File: src/rtl/mem_port_arbiter.sv
// Arbitrates a single-port synchronous memory between instruction fetch (IF) and
// load/store (DATA). DATA has priority; a starvation counter bounds IF losses.
module mem_port_arbiter #(
  parameter int unsigned MEM_LAT    = 1,
  parameter int unsigned STARVE_MAX = 4
) (
  input  logic        clk,
  input  logic        reset,
  input  logic        if_req,
  input  logic [31:0] if_addr,
  output logic        if_gnt,
  output logic        if_rvalid,
  output logic [31:0] if_rdata,
  input  logic        d_req,
  input  logic        d_we,
  input  logic [31:0] d_addr,
  input  logic [31:0] d_wdata,
  input  logic [3:0]  d_be,
  output logic        d_gnt,
  output logic        d_rvalid,
  output logic [31:0] d_rdata,
  output logic        mem_en,
  output logic        mem_we,
  output logic [31:0] mem_addr,
  output logic [31:0] mem_wdata,
  output logic [3:0]  mem_be,
  input  logic [31:0] mem_rdata,
  output logic        busy
);

  typedef enum logic {IDLE, WAIT} state_t;

  localparam logic [2:0] LAT_LAST = 3'(MEM_LAT - 1);
  localparam logic [3:0] SMAX     = 4'(STARVE_MAX);

  state_t     state, state_nxt;
  logic       owner_d, owner_d_nxt;
  logic       we_flag, we_flag_nxt;
  logic [2:0] lat_cnt, lat_cnt_nxt;
  logic [3:0] starve_cnt, starve_nxt;
  logic       resp, window, gnt_d, gnt_if;

  always_ff @(posedge clk) begin
    if (reset) begin
      state      <= IDLE;
      owner_d    <= 1'b0;
      we_flag    <= 1'b0;
      lat_cnt    <= '0;
      starve_cnt <= '0;
    end else begin
      state      <= state_nxt;
      owner_d    <= owner_d_nxt;
      we_flag    <= we_flag_nxt;
      lat_cnt    <= lat_cnt_nxt;
      starve_cnt <= starve_nxt;
    end
  end

  always_comb begin
    state_nxt   = state;
    owner_d_nxt = owner_d;
    we_flag_nxt = we_flag;
    lat_cnt_nxt = lat_cnt;
    starve_nxt  = starve_cnt;
    if_gnt      = 1'b0;
    d_gnt       = 1'b0;
    if_rvalid   = 1'b0;
    d_rvalid    = 1'b0;
    if_rdata    = '0;
    d_rdata     = '0;
    mem_en      = 1'b0;
    mem_we      = 1'b0;
    mem_addr    = '0;
    mem_wdata   = '0;
    mem_be      = '0;
    busy        = 1'b0;
    resp        = (state == WAIT) && (lat_cnt == LAT_LAST);
    window      = (state == IDLE) || resp;
    // Outputs are forced low while reset is asserted, even if state is still WAIT.
    gnt_d       = !reset && window && d_req && !(if_req && starve_cnt == SMAX);
    gnt_if      = !reset && window && if_req && !gnt_d;

    if (!reset) begin
      busy = (state == WAIT);
      if (resp) begin
        if (owner_d) begin
          d_rvalid = 1'b1;
          d_rdata  = we_flag ? '0 : mem_rdata;
        end else begin
          if_rvalid = 1'b1;
          if_rdata  = mem_rdata;
        end
        state_nxt   = IDLE;
        lat_cnt_nxt = '0;
      end else if (state == WAIT) begin
        lat_cnt_nxt = lat_cnt + 3'd1;
      end

      // A grant in the response cycle overrides the return to IDLE.
      if (gnt_d) begin
        d_gnt       = 1'b1;
        mem_en      = 1'b1;
        mem_we      = d_we;
        mem_addr    = d_addr >> 2;
        mem_wdata   = d_wdata;
        mem_be      = d_we ? d_be : 4'hF;
        owner_d_nxt = 1'b1;
        we_flag_nxt = d_we;
        state_nxt   = WAIT;
        lat_cnt_nxt = '0;
      end else if (gnt_if) begin
        if_gnt      = 1'b1;
        mem_en      = 1'b1;
        mem_addr    = if_addr >> 2;
        mem_be      = 4'hF;
        owner_d_nxt = 1'b0;
        we_flag_nxt = 1'b0;
        state_nxt   = WAIT;
        lat_cnt_nxt = '0;
      end

      if (!if_req || gnt_if) starve_nxt = '0;
      else if (gnt_d)        starve_nxt = starve_cnt + 4'd1;
    end
  end

endmodule

File: config.mk
export PLATFORM = sky130hd
export DESIGN_NAME = mem_port_arbiter
export DESIGN_NICKNAME = d
export VERILOG_FILES = /design/src/rtl/mem_port_arbiter.sv
export SDC_FILE = /design/constraint.sdc
export NUM_CORES = 1
export LEC_CHECK = 0
export BUFFER_PORTS_ARGS = -buffer_cell sky130_fd_sc_hd__buf_2
export CORE_AREA = 5 5 103 105
export DETAILED_ROUTE_END_ITERATION = 6
export DIE_AREA = 0 0 108 110
export GPL_TIMING_DRIVEN = 0
export MAX_ROUTING_LAYER = met4
export SYNTH_ARGS = -nofsm -noshare
export SYNTH_HDL_FRONTEND = slang
export SYNTH_SLANG_ARGS = --single-unit
File: constraint.sdc
create_clock -name clk -period 4.7 [get_ports clk]
set_input_delay 0.47 -clock clk [delete_from_list [all_inputs] [get_ports clk]]
set_output_delay 0.47 -clock clk [all_outputs]
set_load 0.02 [all_outputs]
==> results of run 1 <==
state kept, by name, indices dropped and copies added, names as in the netlist:
name / count
state: 1
lat_cnt: 3
we_flag: 1
owner_d: 1
starve_cnt: 4
power groups by stage:
stage               registers, mW  logic, mW  clock network [mW]
global route               0.0898      0.267              0.0945
global placement           0.0911      0.243                   0
CTS                        0.0895      0.247              0.0907
detailed placement         0.0911      0.246                   0
floorplan                  0.0904      0.131                   0
finish                     0.0895      0.244              0.0889
area by class of cell:
class                   instances  area, um^2
plain buffers                  26         123
multi-input cells             246        1400
inverters                       7        26.3
repair buffers                267        1340
flip-flops and latches         10         200
fillers                      1059        6260
well taps                     133         166
clock buffers                   3        41.3
synth_stat cells, drive strengths merged:
cell    number
nor3         5
o2111a       1
or4          1
nor2b        2
and2b        1
and2        97
inv          7
a22oi        1
nand2b       1
o211ai       1
o21ai        2
ha           4
and3         1
a31oi        2
buf         15
nand2       43
o21a         4
nand3b       1
nor2         4
nor4         1
dfxtp       10
nand4b       2
clkbuf      11
nand3       34
a21oi       36
conb         1
cell usage in the layout (no fill, tap or decap):
master	Yosys	layout
a22oi_1	1	1
o21ai_1	1	1
inv_1	5	5
o21ai_0	1	1
clkbuf_8	0	3
nand4b_1	1	1
o2111a_1	1	1
nand3b_1	1	1
nor3_1	5	5
buf_2	13	280
conb_1	1	2
and2b_1	1	1
nor2b_4	1	1
o211ai_1	1	1
o21a_1	4	4
ha_1	4	4
nor2_1	3	3
nand3_1	34	34
inv_2	2	2
nand2_1	43	43
and3_1	1	1
and2_1	97	97
dfxtp_1	10	10
nor4_4	1	1
nor2b_2	1	1
nand2b_1	1	1
or4_1	1	1
clkbuf_1	10	10
nand4b_2	1	1
buf_4	2	2
nor2_2	1	1
a21oi_1	36	36
a31oi_1	2	2
clkbuf_2	1	1
final timing paths:
kind | startpoint | end | slack [ns] | depth (start not counted)
setup / recovery | lat_cnt[0]$_SDFFE_PP0P_ | mem_addr[15] | 2.05 | 7
hold / removal | starve_cnt[0]$_SDFFE_PP0N_ | starve_cnt[0]$_SDFFE_PP0N_ | 0.50 | 2
setup reg to reg | lat_cnt[0]$_SDFFE_PP0P_ | lat_cnt[0]$_SDFFE_PP0P_ | 2.83 | 6
hold reg to reg | starve_cnt[0]$_SDFFE_PP0N_ | starve_cnt[0]$_SDFFE_PP0N_ | 0.50 | 2
worst max-delay path: cells and delay by family (launching register included):
family / cells / cell delay [ns]
fa+ha+maj: 1 / 0.22
simple gates: 1 / 0.16
flops: 1 / 0.37
compound gates: 2 / 0.55
buf+inv: 3 / 0.64
routing by layer:
| layer | global-route usage, % | up-vias | part of all wire [%] |
|---|---|---|---|
| met5 | - | - | 0 |
| met4 | 4.06 | 0 | 0.99 |
| met3 | 1.69 | 6 | 9.3 |
| met2 | 28.1 | 164 | 51 |
| met1 | 15.5 | 1273 | 38 |
| li1 | - | 1481 | - |
logic make-up after synthesis:
kind of cell,Yosys count,share of synthesized area (%)
compound gates,47,14.8
buf+inv,33,8.53
fa+ha+maj,4,2.87
flops,10,11.5
simple gates,193,62.1
other cells,1,0.215
==> summary.txt, run 1 <==
Worst setup path
  • CP startpoint kind: register
  • CP required: 4.23 ns
  • Worst setup EP type: output pin
  • Critical Path AT: 2.18 ns
  • Worst Setup Path Type: reg2out
  • Crit path max fanout: 10
  • CP max-delay cell: o21ai_1
  • CP Cell Sequence: inv_1 > ha_1 > nor2b_4 > o21ai_1 > clkbuf_1 > a21oi_1 > buf_2
  • CP max stage delay: 0.46 ns

Floorplanning
  • Die X: 108 um
  • Core outline area: 9550 um^2
  • # IOs: roughly 280
  • Die ar.: 11900 um^2
  • Initial Utilization: a little under a fifth
  • Die height: 110 um
  • Cell Rows: 36

Global routing
  • GRT overflow: 0
  • Largest net degree at the start of global routing: 11
  • First-pass GRT wire length: between 10000 and 15000 um
  • Vias in the first global route: 2804
  • Initial antenna violation count: 0
  • Total Routing Usage GR: 14.5%

Timing
  • Hold Slack: roughly 0.50 ns
  • Final-report hold violation count: 0
  • RSZ-0062 raised after global routing: false
  • Fin crit share: 56.4%
  • Slack of the critical path: around 2.1 ns
  • Setup TNS: 0 ns
  • Count of final setup violators: 0
  • Slew of the pin with the lowest slew margin: 0.588 ns
  • Headroom to the max-slew limit: 60.6%
  • Min Tclk post-route: 2.65 ns
  • Final Max Tran Viols: 0
  • Fin Clk Skew: between 0.001 and 0.0015 ns
  • Fmax: roughly 0.38 GHz

Flow run
  • Max Cap Violations: 0

Final layout
  • Fin util: 34.5%
  • Finished Layout Cells: 692
  • # nets final: 702
  • Area grow syn2layout: 88.7%
  • ANT cells: 0
  • Design area: roughly 3300 um^2
  • Ratio of cells with drive above 1 in the final layout: 52.4%

Run status
  • Status: finished clean

Synth
  • Seq/Total Area, Yosys: 11.5%
  • Average size of a mapped cell: 6.06 um^2
  • Synth Register Bits: 10
  • Leading area contributor after synthesis: and2_1
  • Synth top area cells: and2_1 35%, dfxtp_1 11%, a21oi_1 10%, nand3_1 9.7%, nand2_1 9.2%
  • Yosys warns: 0
  • Area share of the largest cell type after synthesis: approximately a third
  • Cell count after synthesis: 288
  • Count of cell types in the netlist: 33
  • Synth Cell Area: 1750 um^2

Power and ir drop
  • Seq pwr share: 21.2%
  • Internal cell power: 0.244 mW
  • Clock Power Share: 21.0%
  • Pleak: 2.00 nW
  • Pwr Density: between 100 and 150 nW/um^2
  • Total power: 0.423 mW
  • Part of the power in combinational logic: 57.8%
  • Max IR drop VDD: between 0.00006 and 0.00007 V
  • Switching Share: 42.3%
  • Sw Pwr: 0.179 mW

CTS
  • Clock root cell: clkbuf_8
  • TritonCTS buffer count: 3
  • Hold-fix buffers at CTS: 0
  • CTS H-tree depth: 1
  • Post-CTS sizing: 0
  • Total clock sinks: 10
  • Reg clk slew, reported paths: 0.05 ns
  • Later-pin clock latency in the skew report: 0.23 ns
  • CTS tree: yes
  • Number of setup buffers added after CTS: 0
  • Clk buf depth: 2

Routing
  • DRT Wirelength: 9430 um
  • Via count: about 3k
  • Avg WL per Cell: about 14 um
  • Via density: 4.23
  • ANT nets after route: 0
  • Drt pass-1 iters: 4
  • Drt initial violations: approximately 150
  • Drt drc: 0

Worst hold path
  • Hold crit path type: reg2reg

Placed design
  • Final HPWL from detailed placement: approximately 8400 um
  • Placed Area: about 3300 um^2
  • PortBufs: 267
  • Gpl congestion: 0.851
  • Dpl cells: a little under 700
  • Pre-CTS setup slack: 2.23 ns
Power figures use the tool's default switching activity.
==> run 2, diff against run 1 <==
- CORE_AREA: 5 5 103 105 -> 5 5 104 106
- DIE_AREA: 0 0 108 110 -> 0 0 109 111
- clock period: 4.7 -> 2.4 ns (I/O delays scaled with it)
==> run 2 against run 1 <==
  * Sequential cell count is the same
  * Sequential power grew 96%
  * Clock skew grew 0.0011 ns
  * Clock power grew 97%
  * Sequential share of layout area is essentially flat
  * Wire length shrank 2.0%
  * First-iteration DRC count grew 69%
  * Final area grew 0.27%
  * Die area grew 1.8%
  * Power grew 97%
  * Largest power group unchanged
==> summary.txt, run 2 (synthesized netlist as in run 1, its figures left out) <==
Global routing
  • First-pass GRT wire length: ~14000 um
  • Largest net degree at the start of global routing: 11
  • Total Routing Usage GR: 14.2%
  • GRT overflow: 0
  • Initial antenna violation count: 0
  • Vias in the first global route: around 2.9k

Routing
  • Drt drc: 0
  • DRT Wirelength: 9250 um
  • Via density: 4.28
  • Avg WL per Cell: 13.4 um
  • Via count: 2962
  • ANT nets after route: 0
  • Drt pass-1 iters: 4
  • Drt initial violations: 250

Placed design
  • PortBufs: 267
  • Dpl cells: about 690
  • Gpl congestion: roughly 0.8
  • Final HPWL from detailed placement: 8190 um

Floorplanning
  • Die X: 109 um
  • Core outline area: around 9700 um^2
  • Die ar.: 12100 um^2
  • Cell Rows: 36
  • # IOs: 276
  • Initial Utilization: 18.0%
  • Die height: 111 um

Worst hold path
  • Hold crit path type: in2reg

Final layout
  • Regs by FF count: starve_cnt: 4 flops, lat_cnt: 3 flops
  • Ratio of cells with drive above 1 in the final layout: between 50% and 60%
  • Fill cells: approximately 1.0k
  • # nets final: 702
  • Commonest non-fill, non-tap cell in the layout: buf_2
  • Reg area: 200 um^2
  • Most frequent cells in the layout: 281 x buf_2, 97 x and2_1, 43 x nand2_1, 36 x a21oi_1, 34 x nand3_1
  • Area occupied by multi-input gates: 1410 um^2
  • Finished Layout Cells: 692
  • Largest reg by FF count: starve_cnt
  • ANT cells: 0
  • Max reg flops: 4
  • Area grow syn2layout: 89.2%

Power and ir drop
  • Max IR drop VDD: 0.000135 V
  • Switching Share: 42.4%
  • Pleak: between 2 and 2.5 nW
  • Clock Power Share: between 20% and 30%
  • Pwr Density: 252 nW/um^2
  • Seq pwr share: 21.1%
  • Internal cell power: 0.479 mW
  • Sw Pwr: ~0.35 mW
  • Part of the power in combinational logic: 57.8%

Timing
  • Slew of the pin with the lowest slew margin: 0.579 ns
  • Min Tclk post-route: 2.31 ns
  • Headroom to the max-slew limit: 61.2%
  • Final-report hold violation count: 0
  • RSZ-0062 raised after global routing: true
  • Final Max Tran Viols: 0
  • Fin crit share: 96.2%
  • Hold Slack: 0.319 ns
  • Count of final setup violators: 0
  • Fin Clk Skew: ~0.0026 ns
  • Fmax: approximately 0.43 GHz

Run status
  • Status: finished clean

Worst setup path
  • CP max-delay cell: nor2_1
  • CP startpoint kind: register
  • Worst setup EP type: output pin
  • Crit path max fanout: 8
  • CP delay by family, top: simple AND/OR/NAND/NOR gates
  • CP max stage delay: 0.49 ns
  • CP Cell Sequence: inv_1 > ha_1 > nor2b_4 > o21ai_2 > nor2_1 > o21a_1 > buf_2
  • Worst Setup Path Type: reg2out
  • Flop-to-flop setup slack: 0.69 ns
  • Critical Path AT: ~2.1 ns
  • Crit path buf inv count: 2
  • CP required: 2.16 ns

CTS
  • TritonCTS buffer count: 3
  • Reg clk slew, reported paths: 0.05 ns
  • Later-pin clock latency in the skew report: 0.24 ns
  • CTS H-tree depth: 1
  • Clk buf depth: 2
  • Total clock sinks: 10
  • CTS tree: yes
  • Clock root cell: clkbuf_8

Flow run
  • Max Cap Violations: 0
==> run 2: cell count changes in the layout (fill, tap and decap cells not counted), sizes merged <==
cell / previous run / this run
clkbuf: 14 / 12
buf: 282 / 284
==> run 2: worst register-to-register path, stage by stage, from the launching register on <==
cell and delay, ns:
dfxtp_1 0.33, inv_1 0.06, ha_1 0.19, nor2b_4 0.24, o21ai_2 0.15, nor2_1 0.49, nor3_1 0.11
==> run 2: final cells by class <==
class | count | area share [%]
Tap cell | 133 | 5.04
Multi-Input combinational cell | 246 | 42.6
Inverter | 7 | 0.796
Sequential cell | 10 | 6.06
Buffer | 26 | 3.83
Timing Repair Buffer | 267 | 40.5
Clock buffer | 3 | 1.25
==> run 2: what timing repair did <==
| action | CTS | global route |
|---|---|---|
| hold buffers | 0 | 0 |
| buffers inserted | 0 | 0 |
| gates resized for setup | 1 | 9 |
| endpoints found under the setup margin | 34 | 75 |
==> run 2: stage by stage <==
| stage | power (mW) | setup TNS (ns) | area (um^2) | util, % | worst slack, ns |
|---|---|---|---|---|---|
| finish | 0.831 | 0 | 3300 | 34.1 | 0.0906 |
| global route | 0.886 | -0.294 | 3300 | 34.1 | -0.0544 |
| CTS | 0.840 | 0 | 3300 | 34.0 | 0.0778 |
| detailed placement | 0.661 | 0 | 3250 | 33.6 | 0.202 |
| global placement | 0.655 | 0 | 3250 | 33.6 | 0.248 |
| floorplan | 0.434 | 0 | 1750 | - | 0.450 |
==> run 2: path summary, 6_finish.rpt <==
| path | start | endpoint | cells after the start |
|---|---|---|---|
| worst max-delay path | lat_cnt[0]$_SDFFE_PP0P_ | mem_be[3] | 7 |
| worst min-delay path | reset | owner_d$_SDFFE_PP0P_ | 2 |
| worst max register to register | lat_cnt[0]$_SDFFE_PP0P_ | lat_cnt[1]$_SDFFE_PP0P_ | 6 |
| worst min register to register | starve_cnt[1]$_SDFFE_PP0N_ | starve_cnt[1]$_SDFFE_PP0N_ | 2 |
==> run 2: power by group through the flow <==
stage	Clock (mW)	Sequential, mW	Combinational [mW]
floorplan	0	0.177	0.256
global route	0.186	0.176	0.524
detailed placement	0	0.178	0.483
finish	0.175	0.175	0.480
global placement	0	0.178	0.476
CTS	0.180	0.175	0.485
==> run 2: routing by layer <==
| metal | GRT usage, % | vias to the layer above | wire (um) | part of all wire [%] |
|---|---|---|---|---|
| met4 | 3.28 | 0 | 97 | 1.0 |
| met1 | 15.1 | 1289 | 3440 | 37 |
| met5 | - | - | 0 | 0 |
| li1 | - | 1481 | - | - |
| met2 | 27.2 | 183 | 4760 | 51 |
| met3 | 1.86 | 9 | 953 | 10 |
